### config.mk
export PLATFORM = sky130hd
export DESIGN_NAME = wb_statis_flat
export DESIGN_NICKNAME = d
export VERILOG_FILES = /design/src/rtl/wb_statis_if.sv /design/src/rtl/wb_statis.sv /design/src/flat_wrapper.sv
export SDC_FILE = /design/constraint.sdc
export NUM_CORES = 1
export LEC_CHECK = 0
export BUFFER_PORTS_ARGS = -buffer_cell sky130_fd_sc_hd__buf_4
export CORE_MARGIN = 2
export CORE_UTILIZATION = 45
export CTS_CLUSTER_DIAMETER = 80
export DETAILED_ROUTE_END_ITERATION = 8
export SKIP_LAST_GASP = 1
export SYNTH_ARGS = -nofsm -noshare
export SYNTH_HDL_FRONTEND = slang
export SYNTH_SLANG_ARGS = --single-unit
### constraint.sdc
create_clock -name clk -period 7.4 [get_ports clk]
set_clock_uncertainty 0.1 [all_clocks]
set_input_delay 0.74 -clock clk [delete_from_list [all_inputs] [get_ports clk]]
set_output_delay 0.74 -clock clk [all_outputs]
set_load 0.03 [all_outputs]
### src/rtl/wb_statis_if.sv
// Video-in / statistics-out bundle for wb_statis.
// The master drives timing, pixel data and colour flags; the slave returns the frame results.
interface wb_statis_if #(
  parameter int unsigned SENSOR_DAT_WIDTH = 10,
  parameter int unsigned SUM_WIDTH        = 32,
  parameter int unsigned NUM_WIDTH        = 24
);
  logic                        i_fval;
  logic                        i_lval;
  logic [SENSOR_DAT_WIDTH-1:0] iv_pix_data;
  logic                        i_r_flag;
  logic                        i_g_flag;
  logic                        i_b_flag;
  logic [SUM_WIDTH-1:0]        ov_r_sum;
  logic [SUM_WIDTH-1:0]        ov_g_sum;
  logic [SUM_WIDTH-1:0]        ov_b_sum;
  logic [NUM_WIDTH-1:0]        ov_r_num;
  logic [NUM_WIDTH-1:0]        ov_g_num;
  logic [NUM_WIDTH-1:0]        ov_b_num;
  logic                        o_stat_valid;

  modport master (
    output i_fval, i_lval, iv_pix_data, i_r_flag, i_g_flag, i_b_flag,
    input  ov_r_sum, ov_g_sum, ov_b_sum, ov_r_num, ov_g_num, ov_b_num, o_stat_valid
  );

  modport slave (
    input  i_fval, i_lval, iv_pix_data, i_r_flag, i_g_flag, i_b_flag,
    output ov_r_sum, ov_g_sum, ov_b_sum, ov_r_num, ov_g_num, ov_b_num, o_stat_valid
  );
endinterface

### src/rtl/wb_statis.sv
// Per-frame white-balance statistics: ROI-windowed per-colour pixel sums and counts.
// Define WB_SAT_EXCLUDE_EN to drop pixels at or above SAT_VALUE from the statistics.
module wb_statis #(
  parameter int unsigned SENSOR_DAT_WIDTH = 10,
  parameter int unsigned REG_WD           = 16,
  parameter int unsigned SUM_WIDTH        = 32,
  parameter int unsigned NUM_WIDTH        = 24,
  parameter int unsigned SAT_VALUE        = 1023
) (
  input  logic              clk,
  input  logic              reset,
  input  logic [REG_WD-1:0] iv_offset_x,
  input  logic [REG_WD-1:0] iv_offset_y,
  input  logic [REG_WD-1:0] iv_width,
  input  logic [REG_WD-1:0] iv_height,
  wb_statis_if.slave        bus
);

  typedef enum logic [1:0] {StIdle, StAccum, StDone} state_e;

  state_e state_q, state_d;

  logic              fval_dly, lval_dly;
  logic              fval_rise, fval_fall, lval_fall, frame_start;
  logic [REG_WD-1:0] col_cnt, row_cnt;
  logic [REG_WD-1:0] off_x_q, off_y_q, width_q, height_q;
  logic [REG_WD:0]   x_end, y_end;
  logic              in_win, one_hot, pix_keep, acc_en;
  logic [2:0]        flags, hit;

  // Index 0 = R, 1 = G, 2 = B throughout.
  logic [SUM_WIDTH-1:0] sum_q     [3];
  logic [NUM_WIDTH-1:0] num_q     [3];
  logic [SUM_WIDTH-1:0] sum_nxt   [3];
  logic [NUM_WIDTH-1:0] num_nxt   [3];
  logic [SUM_WIDTH:0]   sum_wide  [3];
  logic [SUM_WIDTH-1:0] out_sum_q [3];
  logic [NUM_WIDTH-1:0] out_num_q [3];
  logic                 stat_valid_q;
  logic [SUM_WIDTH:0]   pix_ext;

  assign fval_rise   = bus.i_fval & ~fval_dly;
  assign fval_fall   = ~bus.i_fval & fval_dly;
  assign lval_fall   = ~bus.i_lval & lval_dly;
  assign frame_start = fval_rise & (state_q != StAccum);

  // One extra bit so offset + size never wraps back into range.
  assign x_end  = {1'b0, off_x_q} + {1'b0, width_q};
  assign y_end  = {1'b0, off_y_q} + {1'b0, height_q};
  assign in_win = (col_cnt >= off_x_q) && ({1'b0, col_cnt} < x_end) &&
                  (row_cnt >= off_y_q) && ({1'b0, row_cnt} < y_end);

  assign flags   = {bus.i_b_flag, bus.i_g_flag, bus.i_r_flag};
  assign one_hot = (flags == 3'b001) || (flags == 3'b010) || (flags == 3'b100);

`ifdef WB_SAT_EXCLUDE_EN
  assign pix_keep = 32'(bus.iv_pix_data) < SAT_VALUE;
`else
  logic unused_sat_value;
  assign unused_sat_value = ^SAT_VALUE;
  assign pix_keep         = 1'b1;
`endif

  assign acc_en  = (state_q == StAccum) && bus.i_fval && bus.i_lval && in_win && one_hot &&
                   pix_keep;
  assign hit     = acc_en ? flags : 3'b000;
  assign pix_ext = {{(SUM_WIDTH + 1 - SENSOR_DAT_WIDTH){1'b0}}, bus.iv_pix_data};

  always_comb begin
    for (int i = 0; i < 3; i++) begin
      sum_wide[i] = {1'b0, sum_q[i]} + pix_ext;
      sum_nxt[i]  = sum_wide[i][SUM_WIDTH] ? '1 : sum_wide[i][SUM_WIDTH-1:0];
      num_nxt[i]  = (num_q[i] == '1) ? num_q[i] : num_q[i] + NUM_WIDTH'(1);
    end
  end

  always_comb begin
    state_d = state_q;
    unique case (state_q)
      StIdle:  if (fval_rise) state_d = StAccum;
      StAccum: if (fval_fall) state_d = StDone;
      StDone:  state_d = fval_rise ? StAccum : StIdle;
      default: state_d = StIdle;
    endcase
  end

  always_ff @(posedge clk) begin
    if (reset) begin
      state_q      <= StIdle;
      // Track fval during reset so a frame already in flight is not seen as a new rise.
      fval_dly     <= bus.i_fval;
      lval_dly     <= 1'b0;
      col_cnt      <= '0;
      row_cnt      <= '0;
      off_x_q      <= '0;
      off_y_q      <= '0;
      width_q      <= '0;
      height_q     <= '0;
      stat_valid_q <= 1'b0;
      for (int i = 0; i < 3; i++) begin
        sum_q[i]     <= '0;
        num_q[i]     <= '0;
        out_sum_q[i] <= '0;
        out_num_q[i] <= '0;
      end
    end else begin
      state_q  <= state_d;
      fval_dly <= bus.i_fval;
      lval_dly <= bus.i_lval;

      if (!bus.i_lval)        col_cnt <= '0;
      else if (col_cnt != '1) col_cnt <= col_cnt + REG_WD'(1);

      if (!bus.i_fval)                    row_cnt <= '0;
      else if (lval_fall && row_cnt != '1) row_cnt <= row_cnt + REG_WD'(1);

      if (frame_start) begin
        off_x_q  <= iv_offset_x;
        off_y_q  <= iv_offset_y;
        width_q  <= iv_width;
        height_q <= iv_height;
      end

      for (int i = 0; i < 3; i++) begin
        if (frame_start) begin
          sum_q[i] <= '0;
          num_q[i] <= '0;
        end else if (hit[i]) begin
          sum_q[i] <= sum_nxt[i];
          num_q[i] <= num_nxt[i];
        end
      end

      stat_valid_q <= (state_q == StDone);
      if (state_q == StDone) begin
        for (int i = 0; i < 3; i++) begin
          out_sum_q[i] <= sum_q[i];
          out_num_q[i] <= num_q[i];
        end
      end
    end
  end

  assign bus.ov_r_sum     = out_sum_q[0];
  assign bus.ov_g_sum     = out_sum_q[1];
  assign bus.ov_b_sum     = out_sum_q[2];
  assign bus.ov_r_num     = out_num_q[0];
  assign bus.ov_g_num     = out_num_q[1];
  assign bus.ov_b_num     = out_num_q[2];
  assign bus.o_stat_valid = stat_valid_q;

endmodule
### src/flat_wrapper.sv
// flat-port wrapper written by rule: the top's interface ports become plain ports
module wb_statis_flat 
#(
  parameter int unsigned SENSOR_DAT_WIDTH = 10,
  parameter int unsigned REG_WD           = 16,
  parameter int unsigned SUM_WIDTH        = 32,
  parameter int unsigned NUM_WIDTH        = 24,
  parameter int unsigned SAT_VALUE        = 1023
)
  (clk, reset, iv_offset_x, iv_offset_y, iv_width, iv_height, bus_i_fval, bus_i_lval, bus_iv_pix_data, bus_i_r_flag, bus_i_g_flag, bus_i_b_flag, bus_ov_r_sum, bus_ov_g_sum, bus_ov_b_sum, bus_ov_r_num, bus_ov_g_num, bus_ov_b_num, bus_o_stat_valid);
  wb_statis_if #(.SENSOR_DAT_WIDTH(SENSOR_DAT_WIDTH), .SUM_WIDTH(SUM_WIDTH), .NUM_WIDTH(NUM_WIDTH)) bus_i ();
  input  logic clk;
  input  logic reset;
  input  logic [REG_WD-1:0] iv_offset_x;
  input  logic [REG_WD-1:0] iv_offset_y;
  input  logic [REG_WD-1:0] iv_width;
  input  logic [REG_WD-1:0] iv_height;
  input wire logic [$bits(bus_i.i_fval)-1:0] bus_i_fval;
  input wire logic [$bits(bus_i.i_lval)-1:0] bus_i_lval;
  input wire logic [$bits(bus_i.iv_pix_data)-1:0] bus_iv_pix_data;
  input wire logic [$bits(bus_i.i_r_flag)-1:0] bus_i_r_flag;
  input wire logic [$bits(bus_i.i_g_flag)-1:0] bus_i_g_flag;
  input wire logic [$bits(bus_i.i_b_flag)-1:0] bus_i_b_flag;
  output wire logic [$bits(bus_i.ov_r_sum)-1:0] bus_ov_r_sum;
  output wire logic [$bits(bus_i.ov_g_sum)-1:0] bus_ov_g_sum;
  output wire logic [$bits(bus_i.ov_b_sum)-1:0] bus_ov_b_sum;
  output wire logic [$bits(bus_i.ov_r_num)-1:0] bus_ov_r_num;
  output wire logic [$bits(bus_i.ov_g_num)-1:0] bus_ov_g_num;
  output wire logic [$bits(bus_i.ov_b_num)-1:0] bus_ov_b_num;
  output wire logic [$bits(bus_i.o_stat_valid)-1:0] bus_o_stat_valid;
  assign bus_i.i_fval = bus_i_fval;
  assign bus_i.i_lval = bus_i_lval;
  assign bus_i.iv_pix_data = bus_iv_pix_data;
  assign bus_i.i_r_flag = bus_i_r_flag;
  assign bus_i.i_g_flag = bus_i_g_flag;
  assign bus_i.i_b_flag = bus_i_b_flag;
  assign bus_ov_r_sum = bus_i.ov_r_sum;
  assign bus_ov_g_sum = bus_i.ov_g_sum;
  assign bus_ov_b_sum = bus_i.ov_b_sum;
  assign bus_ov_r_num = bus_i.ov_r_num;
  assign bus_ov_g_num = bus_i.ov_g_num;
  assign bus_ov_b_num = bus_i.ov_b_num;
  assign bus_o_stat_valid = bus_i.o_stat_valid;
  wb_statis #(.SENSOR_DAT_WIDTH(SENSOR_DAT_WIDTH), .REG_WD(REG_WD), .SUM_WIDTH(SUM_WIDTH), .NUM_WIDTH(NUM_WIDTH), .SAT_VALUE(SAT_VALUE)) u_core (.clk(clk), .reset(reset), .iv_offset_x(iv_offset_x), .iv_offset_y(iv_offset_y), .iv_width(iv_width), .iv_height(iv_height), .bus(bus_i));
endmodule
==> impl_metrics.env, run 1 <==
export IMPL_die_area_mm2=0.0518
export IMPL_cp_data_arrival_time_ns=5.93
export IMPL_cp_start_kind="register"
export IMPL_insertedDiodeCount=0
export IMPL_synth_top_family_by_area="simple AND/OR/NAND/NOR gates"
export IMPL_hold_path_depth=1
export IMPL_grt_max_degree=106
export IMPL_grt_pass1_vias=15561
export IMPL_dp_hpwl_um=36100
export IMPL_synth_cells=2098
export IMPL_fin_crit_ns=5.85
export IMPL_clock_latency_ns=0.58
export IMPL_cts_resized=0
export IMPL_cts_tree="done"
export IMPL_first_iter_violations=884
export IMPL_hold_path_endpoint="u_core.fval_dly"
export IMPL_postCtsHoldBufs=0
export IMPL_critical_path_class="reg -> reg"
export IMPL_clock_path_buffers=3
export IMPL_status="finished clean"
export IMPL_max_freq_ghz=0.171
export IMPL_drv_slew=0
export IMPL_worst_r2r_endpoint="u_core.num_q[1][11]"
export IMPL_routed_wl_um=50500
export IMPL_crit_fanout=24
export IMPL_dp_cells=2950
export IMPL_ctsRootBufferMaster="clkbuf_16"
export IMPL_synth_nets=2313
export IMPL_area_delta_synth_final_pct=17.8
export IMPL_netlist_area_mm2=0.0225
export IMPL_worstRegToRegCells=15
export IMPL_drive_above_1_share_pct=15.1
export IMPL_finalWeightedCongestion=0.817
export IMPL_grt_pass1_wl_um=79400
export IMPL_synthSimpleGateAreaFrac_pct=18.5
export IMPL_grt_usage_pct=19.3
export IMPL_overflow=0
export IMPL_cap_violations=0
export IMPL_synth_compound_area_share_pct=9.69
export IMPL_finalHoldViolCount=0
export IMPL_cp_end_kind="register"
export IMPL_numClockSinks=437
export IMPL_row_count=81
export IMPL_avgSynthCellArea_um2=10.7
export IMPL_drt_pass1_iter_count=5
export IMPL_ys_seq_area_share_pct=53.9
export IMPL_min_delay_start="bus_i_fval"
export IMPL_ios=250
export IMPL_num_nets_final=2550
export IMPL_relSlewSlack_pct=16.9
export IMPL_drtAntennaViolNets=0
export IMPL_yosys_top_cells_area="edfxtp_1 (45%), dfxtp_1 (9.0%), ha_1 (7.2%), and2_1 (4.8%), a21oi_1 (4.3%)"
export IMPL_wl_per_cell_um=16.6
export IMPL_r2r_start="u_core.off_x_q[1]"
export IMPL_coreArea_mm2=0.0492
export IMPL_start_util_pct=45.7
export IMPL_leakage_nw=10.3
export IMPL_die_width_um=228
export IMPL_setup_viol=0
export IMPL_synth_warnings=0
export IMPL_synth_top_area_share_pct=44.9
export IMPL_die_h_um=228
export IMPL_synth_adder_area_share_pct=7.62
export IMPL_p_per_area_mw_per_mm2=212
export IMPL_fin_cells=3036
export IMPL_tightest_slew_ns=1.25
export IMPL_synthArstFlopShare_pct=0
export IMPL_p_total_mw=5.61
export IMPL_cts_buffers=47
export IMPL_synth_edf_count=336
export IMPL_rrSetupSlack_ns=1.55
export IMPL_antenna_found_initial=1
export IMPL_synthXorXnorAreaFrac_pct=7.13
export IMPL_rsz0062_at_grt="no"
export IMPL_worstPathRequired_ns=7.48
export IMPL_viasPerCell=5.21
export IMPL_cts_setup_buffers=0
export IMPL_ys_types=69
export IMPL_synth_mux_area_fraction_pct=0.356
export IMPL_h_tree_depth=2
export IMPL_synth_main_ff_cell="edfxtp_1"
export IMPL_min_period_over_period_pct=79.1
export IMPL_fin_tns_setup_ns=0
export IMPL_worst_hold_slack_ns=0.208
export IMPL_drc_errors=0
export IMPL_clk_pin_slew_ns=0.06
export IMPL_synth_largest_area_cell="edfxtp_1"
export IMPL_hp_class="in -> reg"
export IMPL_dr_total_vias=15829
export IMPL_io_buffers=249
export IMPL_ys_ff_latch=437
export IMPL_peakVddDrop_mv=0.125
[area by class of cell]
type                       instances  area, um^2
inverter                          65         244
tap                              664         831
timing repair buffer             262        1970
clock buffer                      66        1350
fill                            4330       22700
clock inverter                    20         115
multi-input combinational       1522        9860
sequential                       437       12100
[cells by family after synthesis]
family	after synthesis
simple gates	839
flops	437
compound gates	358
xor+xnor	183
buf+inv	139
fa+ha+maj	134
mux	8
[where the power goes]
part | leakage, nW | switching, mW | internal [mW] | total, mW
combinational | 5.19 | 0.332 | 0.210 | 0.541
clock | 0.727 | 0.963 | 1.28 | 2.24
sequential | 4.34 | 0.0795 | 2.75 | 2.83
total | 10.3 | 1.37 | 4.23 | 5.61
[sequential cells by signal, indices dropped and copies added (netlist names)]
| register | count |
|---|---|
| u_core.bus.o_stat_valid | 1 |
| u_core.col_cnt | 16 |
| u_core.state_q | 2 |
| u_core.sum_q | 96 |
| u_core.lval_dly | 1 |
| u_core.row_cnt | 16 |
| u_core.num_q | 72 |
| u_core.width_q | 16 |
| u_core.fval_dly | 1 |
| u_core.out_num_q | 72 |
| u_core.off_x_q | 16 |
| u_core.off_y_q | 16 |
| u_core.height_q | 16 |
| u_core.out_sum_q | 96 |
[metal layers]
metal	track usage, %	up-vias	routed length, um
li1	-	7931	-
met1	25.9	7477	23100
met2	32.1	337	23600
met3	3.27	82	2420
met4	6.14	2	1370
met5	0	-	16
[Yosys cell counts (5+ instances only)]
library cell and count:
xnor2_1 74, dfxtp_1 101, inv_1 65, nand2b_1 23, o21ai_0 47, buf_6 12, nand3_1 76, buf_2 8
a21oi_1 195, nor4_1 8, clkbuf_1 48, and3_1 48, nor2_1 190, a21o_1 17, o21bai_1 8, o21a_1 14
nor3_1 35, a211oi_1 14, nand4_1 29, fa_1 5, xor2_1 109, o2111ai_1 5, nor2b_1 17, and2_1 172
a31oi_1 12, nand2_1 212, edfxtp_1 336, and4_1 12, ha_1 129, mux2i_1 8, o31ai_1 6
[per-stage QoR]
| stage | setup slack (ns) | area, um^2 | util (%) |
|---|---|---|---|
| after floorplan | 1.06 | 22500 | - |
| after global placement | 1.65 | 25000 | 50.9 |
| after detailed placement | 1.55 | 25000 | 50.9 |
| after CTS | 1.49 | 26500 | 53.9 |
| after global routing | 1.16 | 26500 | 53.9 |
| final | 1.55 | 26500 | 53.9 |
[worst max-delay path: stages (launching register included)]
cell and delay, ns:
dfxtp_1 0.41, ha_1 0.28, a211oi_1 0.36, o21a_1 0.19, nor3_1 0.06, a41o_1 0.25, o21ai_0 0.22, a21oi_1 0.13
o41ai_1 0.33, xor2_1 0.13, ha_1 0.22, a2111o_1 0.41, a2111o_1 0.36, o211ai_1 0.34, nand2_1 0.50, o31ai_4 1.16
[placed cells by master (no fill, tap or decap), drive strengths merged, types with 3 or more instances in the layout]
master,count
a211oi,14
a21o,17
a21oi,196
a221oi,3
a311oi,4
a31oi,12
and2,173
and3,49
and4,12
buf,262
clkbuf,66
clkinv,17
dfxtp,101
edfxtp,336
fa,5
ha,129
inv,66
mux2i,8
nand2,212
nand2b,23
nand3,76
nand4,29
nor2,190
nor2b,17
nor3,35
nor4,8
o2111ai,7
o211ai,4
o21a,14
o21ai,52
o21bai,8
o31ai,7
or4,4
xnor2,74
xor2,109
[worst max-delay path by stage]
stage / start / endpoint / slack, ns / cells past startpoint
2_1_floorplan: u_core.width_q[1] / u_core.sum_q[2][0] / 1.06 / 15
3_3_place_gp: u_core.off_x_q[1] / u_core.num_q[1][3] / 1.65 / 15
3_5_place_dp: u_core.off_x_q[1] / u_core.num_q[1][4] / 1.55 / 15
4_1_cts: u_core.off_x_q[1] / u_core.num_q[1][11] / 1.49 / 15
5_1_grt: u_core.off_x_q[1] / u_core.num_q[1][11] / 1.16 / 15
6_report: u_core.off_x_q[1] / u_core.num_q[1][11] / 1.55 / 15
Note: power is estimated with default switching activity, not from simulation.
==> run 2: changes to the inputs <==
Settings changed: PLACE_DENSITY set to 0.66.
Clock period 7.4 ns to 5.3 ns, I/O delays scaled along.
==> run 2 against run 1 <==
  * Core utilization is 0.66 points higher
  * Sequential cell count stayed put
  * Fmax is 19% higher
  * Highest routed layer unchanged
  * Hold slack worse by 0.11 ns
  * Via count is 2.6% higher
  * Combinational power is 44% higher
  * Non-clock buffer count is 12 higher
  * Largest power group unchanged
==> impl_metrics.env, run 2 (synthesis gave the netlist of run 1 again) <==
export IMPL_fin_area_mm2=0.0268
export IMPL_fin_cells=3052
export IMPL_wl_per_cell_um=16.8
export IMPL_cts_buffers=48
export IMPL_finalWorstSetupSlack_ns=0.367
export IMPL_n_fill_cell=4232
export IMPL_power_frac_seq_pct=48.4
export IMPL_p_total_mw=8.15
export IMPL_die_area_mm2=0.0518
export IMPL_ios=250
export IMPL_clk_pin_slew_ns=0.06
export IMPL_overflow=0
export IMPL_grt_usage_pct=19.5
export IMPL_largest_registers="u_core.out_sum_q: 96 flops, u_core.sum_q: 96 flops"
export IMPL_swShare_pct=24.1
export IMPL_power_share_clock_pct=42.1
export IMPL_first_iter_violations=1027
export IMPL_drc_errors=0
export IMPL_row_count=81
export IMPL_multiInputGateArea_mm2=0.00989
export IMPL_grt_pass1_wl_um=80500
export IMPL_dr_total_vias=16247
export IMPL_cpLargestDelayFamily="compound AO/OA/AOI/OAI gates"
export IMPL_crit_slowest_cell="fa_1"
export IMPL_numClockSinks=437
export IMPL_grt_pass1_vias=15574
export IMPL_p_switching_mw=1.97
export IMPL_fin_crit_ns=4.93
export IMPL_placed_cell_area_mm2=0.0251
export IMPL_fin_util_pct=54.5
export IMPL_cp_end_kind="register"
export IMPL_seq_area_mm2=0.0121
export IMPL_intPower_mw=6.18
export IMPL_finalWeightedCongestion=0.885
export IMPL_clock_path_buffers=3
export IMPL_leakage_nw=10.4
export IMPL_clock_latency_ns=0.59
export IMPL_cap_violations=0
export IMPL_r2r_start="u_core.off_x_q[0]"
export IMPL_ctsRootBufferMaster="clkbuf_16"
export IMPL_min_delay_start="iv_width[2]"
export IMPL_dp_cells=2958
export IMPL_drive_above_1_share_pct=15.8
export IMPL_start_util_pct=45.7
export IMPL_cp_data_arrival_time_ns=5.10
export IMPL_routed_wl_um=51400
export IMPL_hp_class="in -> reg"
export IMPL_drtAntennaViolNets=0
export IMPL_die_h_um=228
export IMPL_relSlewSlack_pct=30.0
export IMPL_coreArea_mm2=0.0492
export IMPL_peakVddDrop_mv=0.202
export IMPL_place_ws_ns=-0.0448
export IMPL_final_common_cell="edfxtp_1"
export IMPL_antenna_found_initial=2
export IMPL_io_buffers=249
export IMPL_final_cell_mix="edfxtp_1 (336), buf_4 (267), nand2_1 (211)"
export IMPL_startpoint="u_core.off_x_q[0]"
export IMPL_drt_pass1_iter_count=7
export IMPL_dp_hpwl_um=35800
export IMPL_worstPathRequired_ns=5.46
export IMPL_crit_chain="ha_1 -> fa_1 -> a211oi_1 -> nor3_1 -> nor2_1 -> a31oi_1 -> nor2_1 -> o21ai_0 -> xnor2_1 -> ha_1 -> a2111o_1 -> a2111o_1 -> o211ai_1 -> nand2_2 -> buf_4 -> o31ai_4 -> buf_6"
export IMPL_h_tree_depth=2
export IMPL_min_period_over_period_pct=93.1
export IMPL_max_freq_ghz=0.203
export IMPL_cts_tree="done"
export IMPL_crit_fanout=24
export IMPL_worst_hold_slack_ns=0.0941
export IMPL_setup_viol=0
export IMPL_tightest_slew_ns=1.05
export IMPL_fin_tns_setup_ns=0
export IMPL_critical_path_class="reg -> reg"
export IMPL_status="finished clean"
export IMPL_viasPerCell=5.32
export IMPL_die_width_um=228
export IMPL_path_buf_inv=2
export IMPL_comb_power_share_pct=9.6
export IMPL_worst_path_largest_cell_delay_ns=0.44
export IMPL_grt_max_degree=92
export IMPL_cp_start_kind="register"
export IMPL_num_nets_final=2565
export IMPL_finalHoldViolCount=0
export IMPL_p_per_area_mw_per_mm2=304
export IMPL_drv_slew=0
export IMPL_area_delta_synth_final_pct=19.2
[run 2: cell type report]
cell class | count | area share, %
clock inverters | 26 | 1.19
well taps | 664 | 3.10
clock buffers | 60 | 4.85
inverters | 65 | 0.910
multi-input cells | 1524 | 36.9
repair buffers | 274 | 7.83
diodes | 2 | 0.0187
flip-flops and latches | 437 | 45.2
[run 2: worst paths after layout]
check	cells after the start	slack (ns)	end
setup / recovery	17	0.37	u_core.num_q[0][21]
hold / removal	3	0.09	u_core.width_q[2]
setup reg to reg	17	0.37	u_core.num_q[0][21]
hold reg to reg	2	0.36	u_core.width_q[5]
[run 2: worst min-delay path, cell delays in order]
cell	delay, ns
buf_4	0.11
nand2_1	0.04
a21oi_1	0.05
[run 2: power groups by stage]
stage	clock (mW)	combinational, mW	sequential [mW]
after floorplan	0	0.395	4.10
after global placement	0	0.756	4.01
after detailed placement	0	0.768	4.02
after CTS	3.51	0.780	3.94
after global routing	3.64	0.858	3.96
final	3.43	0.780	3.94
[run 2: layer usage]
| metal | wire [um] | share of wire [%] | up-vias | track usage, % |
|---|---|---|---|---|
| met5 | 13 | 0.025 | - | 0 |
| met4 | 1340 | 2.6 | 2 | 6.64 |
| met3 | 3030 | 5.9 | 83 | 2.89 |
| met2 | 23800 | 46 | 456 | 31.9 |
| met1 | 23200 | 45 | 7738 | 26.5 |
| li1 | - | - | 7968 | - |
[run 2: timing repair]
action | 4_1_cts | 5_1_grt
hold buffers | 1 | 0
gates cloned | 1 | 1
buffers inserted | 2 | 0
pin swaps | 2 | 1
resized for setup | 0 | 5
hold endpoints to repair | 1 | 0
setup endpoints to repair | 24 | 202
==> run 3: changes to the inputs <==
Settings changed: CORE_MARGIN 2 to unset, PLACE_DENSITY 0.66 to 0.72.
==> run 3 against run 2 <==
  * Count of clock-buffer cells in the layout down 4
  * Hold slack better by 0.023 ns
  * Via count down 0.28%
  * Global-route usage up 0.38 points
  * Sequential power about the same
  * Critical endpoint is now u_core.num_q[0][12]
  * Core utilization down 0.41 points
  * Sequential share of layout area up 0.35 points
  * Power down 3.1%
  * Critical path depth up 3
  * Clock power down 7.6%
  * Highest routed layer unchanged
==> impl_metrics.env, run 3 (synthesis gave the netlist of run 1 again) <==
export IMPL_drc_errors=0
export IMPL_worstRegToRegCells=20
export IMPL_antenna_found_initial=3
export IMPL_drv_slew=0
export IMPL_overflow=0
export IMPL_fin_crit_ns=4.93
export IMPL_dp_hpwl_um=36100
export IMPL_cpLargestDelayFamily="compound AO/OA/AOI/OAI gates"
export IMPL_hold_path_depth=3
export IMPL_rsz0062_at_grt="no"
export IMPL_drtAntennaViolNets=0
export IMPL_final_common_cell="edfxtp_1"
export IMPL_grt_max_degree=111
export IMPL_worst_r2r_endpoint="u_core.num_q[0][12]"
export IMPL_crit_slowest_cell="fa_1"
export IMPL_cpMostUsedCell="a21oi_1"
export IMPL_clock_latency_ns=0.57
export IMPL_viasPerCell=5.32
export IMPL_wl_per_cell_um=16.9
export IMPL_first_iter_violations=993
export IMPL_row_count=81
export IMPL_critical_path_class="reg -> reg"
export IMPL_placed_cell_area_mm2=0.0251
export IMPL_insertedDiodeCount=0
export IMPL_num_nets_final=2560
export IMPL_hold_path_endpoint="u_core.off_y_q[8]"
export IMPL_clock_path_buffers=3
export IMPL_min_period_over_period_pct=93.1
export IMPL_cp_data_arrival_time_ns=5.06
export IMPL_p_per_area_mw_per_mm2=297
export IMPL_final_cell_mix="edfxtp_1 (336), buf_4 (267), nand2_1 (211)"
export IMPL_numClockSinks=437
export IMPL_cts_buffers=47
export IMPL_fin_cells=3046
export IMPL_ctsRootBufferMaster="clkbuf_16"
export IMPL_crit_chain="ha_1 -> inv_1 -> fa_1 -> nand2b_1 -> a21oi_1 -> o21ai_2 -> o21ai_2 -> a21oi_1 -> nor2b_1 -> o31ai_1 -> ha_1 -> a221oi_1 -> o221ai_1 -> a21oi_1 -> o21ai_0 -> nand4_1 -> a221o_2 -> nor2_1 -> o31ai_4 -> buf_4"
export IMPL_worst_path_largest_cell_delay_ns=0.40
export IMPL_crit_fanout=24
export IMPL_die_h_um=226
export IMPL_setup_viol=0
export IMPL_finalHoldViolCount=0
export IMPL_grt_usage_pct=19.9
export IMPL_cap_violations=0
export IMPL_dr_total_vias=16202
export IMPL_grt_pass1_vias=15863
export IMPL_cp_end_kind="register"
export IMPL_ios=250
export IMPL_dp_cells=2956
export IMPL_path_buf_inv=2
export IMPL_start_util_pct=45.7
export IMPL_rrSetupSlack_ns=0.37
export IMPL_clk_pin_slew_ns=0.06
export IMPL_die_width_um=226
export IMPL_finalWeightedCongestion=0.883
export IMPL_io_buffers=249
export IMPL_grt_pass1_wl_um=81300
export IMPL_tightest_slew_ns=1.12
export IMPL_relSlewSlack_pct=24.8
export IMPL_coreArea_mm2=0.0492
export IMPL_h_tree_depth=2
export IMPL_r2r_start="u_core.off_y_q[0]"
export IMPL_die_area_mm2=0.0509
export IMPL_leakage_nw=10.3
export IMPL_max_freq_ghz=0.203
export IMPL_largest_registers="u_core.out_sum_q: 96 flops, u_core.sum_q: 96 flops"
export IMPL_min_delay_start="iv_offset_y[8]"
export IMPL_area_delta_synth_final_pct=18.3
export IMPL_drive_above_1_share_pct=15.4
export IMPL_place_ws_ns=0.114
export IMPL_hp_class="in -> reg"
export IMPL_status="finished clean"
export IMPL_peakVddDrop_mv=0.189
export IMPL_cts_tree="done"
export IMPL_cp_start_kind="register"
export IMPL_routed_wl_um=51400
export IMPL_worstPathRequired_ns=5.43
export IMPL_drt_pass1_iter_count=5
export IMPL_finalWorstSetupSlack_ns=0.367
export IMPL_fin_area_mm2=0.0266
-- run 3: metrics by stage --
stage                     total power [mW]  hold WS [ns]  setup TNS, ns  util, %
after floorplan                       4.50         0.341         -34.88        -
after global placement                4.76         0.352              0     51.0
after detailed placement              4.78         0.354              0     51.0
after CTS                             7.98        0.0772              0     54.0
after global routing                  8.19        0.0932              0     54.1
final                                 7.90         0.118              0     54.1
-- run 3: layout make-up --
cell class	count	area, um^2
Multi-Input combinational cell	1523	9880
Clock inverter	30	264
Sequential cell	437	12100
Tap cell	664	831
Timing Repair Buffer	271	2070
Fill cell	4212	22600
Clock buffer	56	1210
Inverter	65	244
-- run 3: worst max path at each step --
stage	start	end	slack (ns)	cells after the start
final	u_core.off_y_q[0]	u_core.num_q[0][12]	0.37	20
after global routing	u_core.off_x_q[1]	u_core.sum_q[1][16]	0.04	18
after CTS	u_core.off_x_q[1]	u_core.num_q[1][11]	0.10	16
after detailed placement	u_core.off_x_q[1]	u_core.num_q[1][3]	0.11	16
after global placement	u_core.off_y_q[0]	u_core.sum_q[2][9]	0.24	20
after floorplan	u_core.width_q[1]	u_core.num_q[1][0]	-0.46	15
-- run 3: what timing repair did --
item / 4_1_cts / 5_1_grt
setup buffers: 0 / 2
resized for setup: 0 / 3
endpoints found under the hold margin: 1 / 0
endpoints found under the setup margin: 0 / 224
hold buffers: 1 / 0
-- run 3: worst min-delay path, cell delays in order --
cell	delay, ns
buf_4	0.11
nand2_1	0.04
a21oi_1	0.05
-- run 3: routing by layer --
layer / wire length [um] / track usage, % / vias up
met2: 24200 / 32.5 / 415
met3: 2840 / 3.89 / 84
met1: 23200 / 27.0 / 7728
li1: - / - / 7969
met5: 37 / 0 / -
met4: 1060 / 4.89 / 6
-- run 3: where the power goes --
part	switching, mW	leakage, nW	internal (mW)	total [mW]
clock network	1.34	0.712	1.83	3.17
logic	0.475	5.24	0.302	0.777
registers	0.113	4.34	3.83	3.95
total	1.93	10.3	5.96	7.90
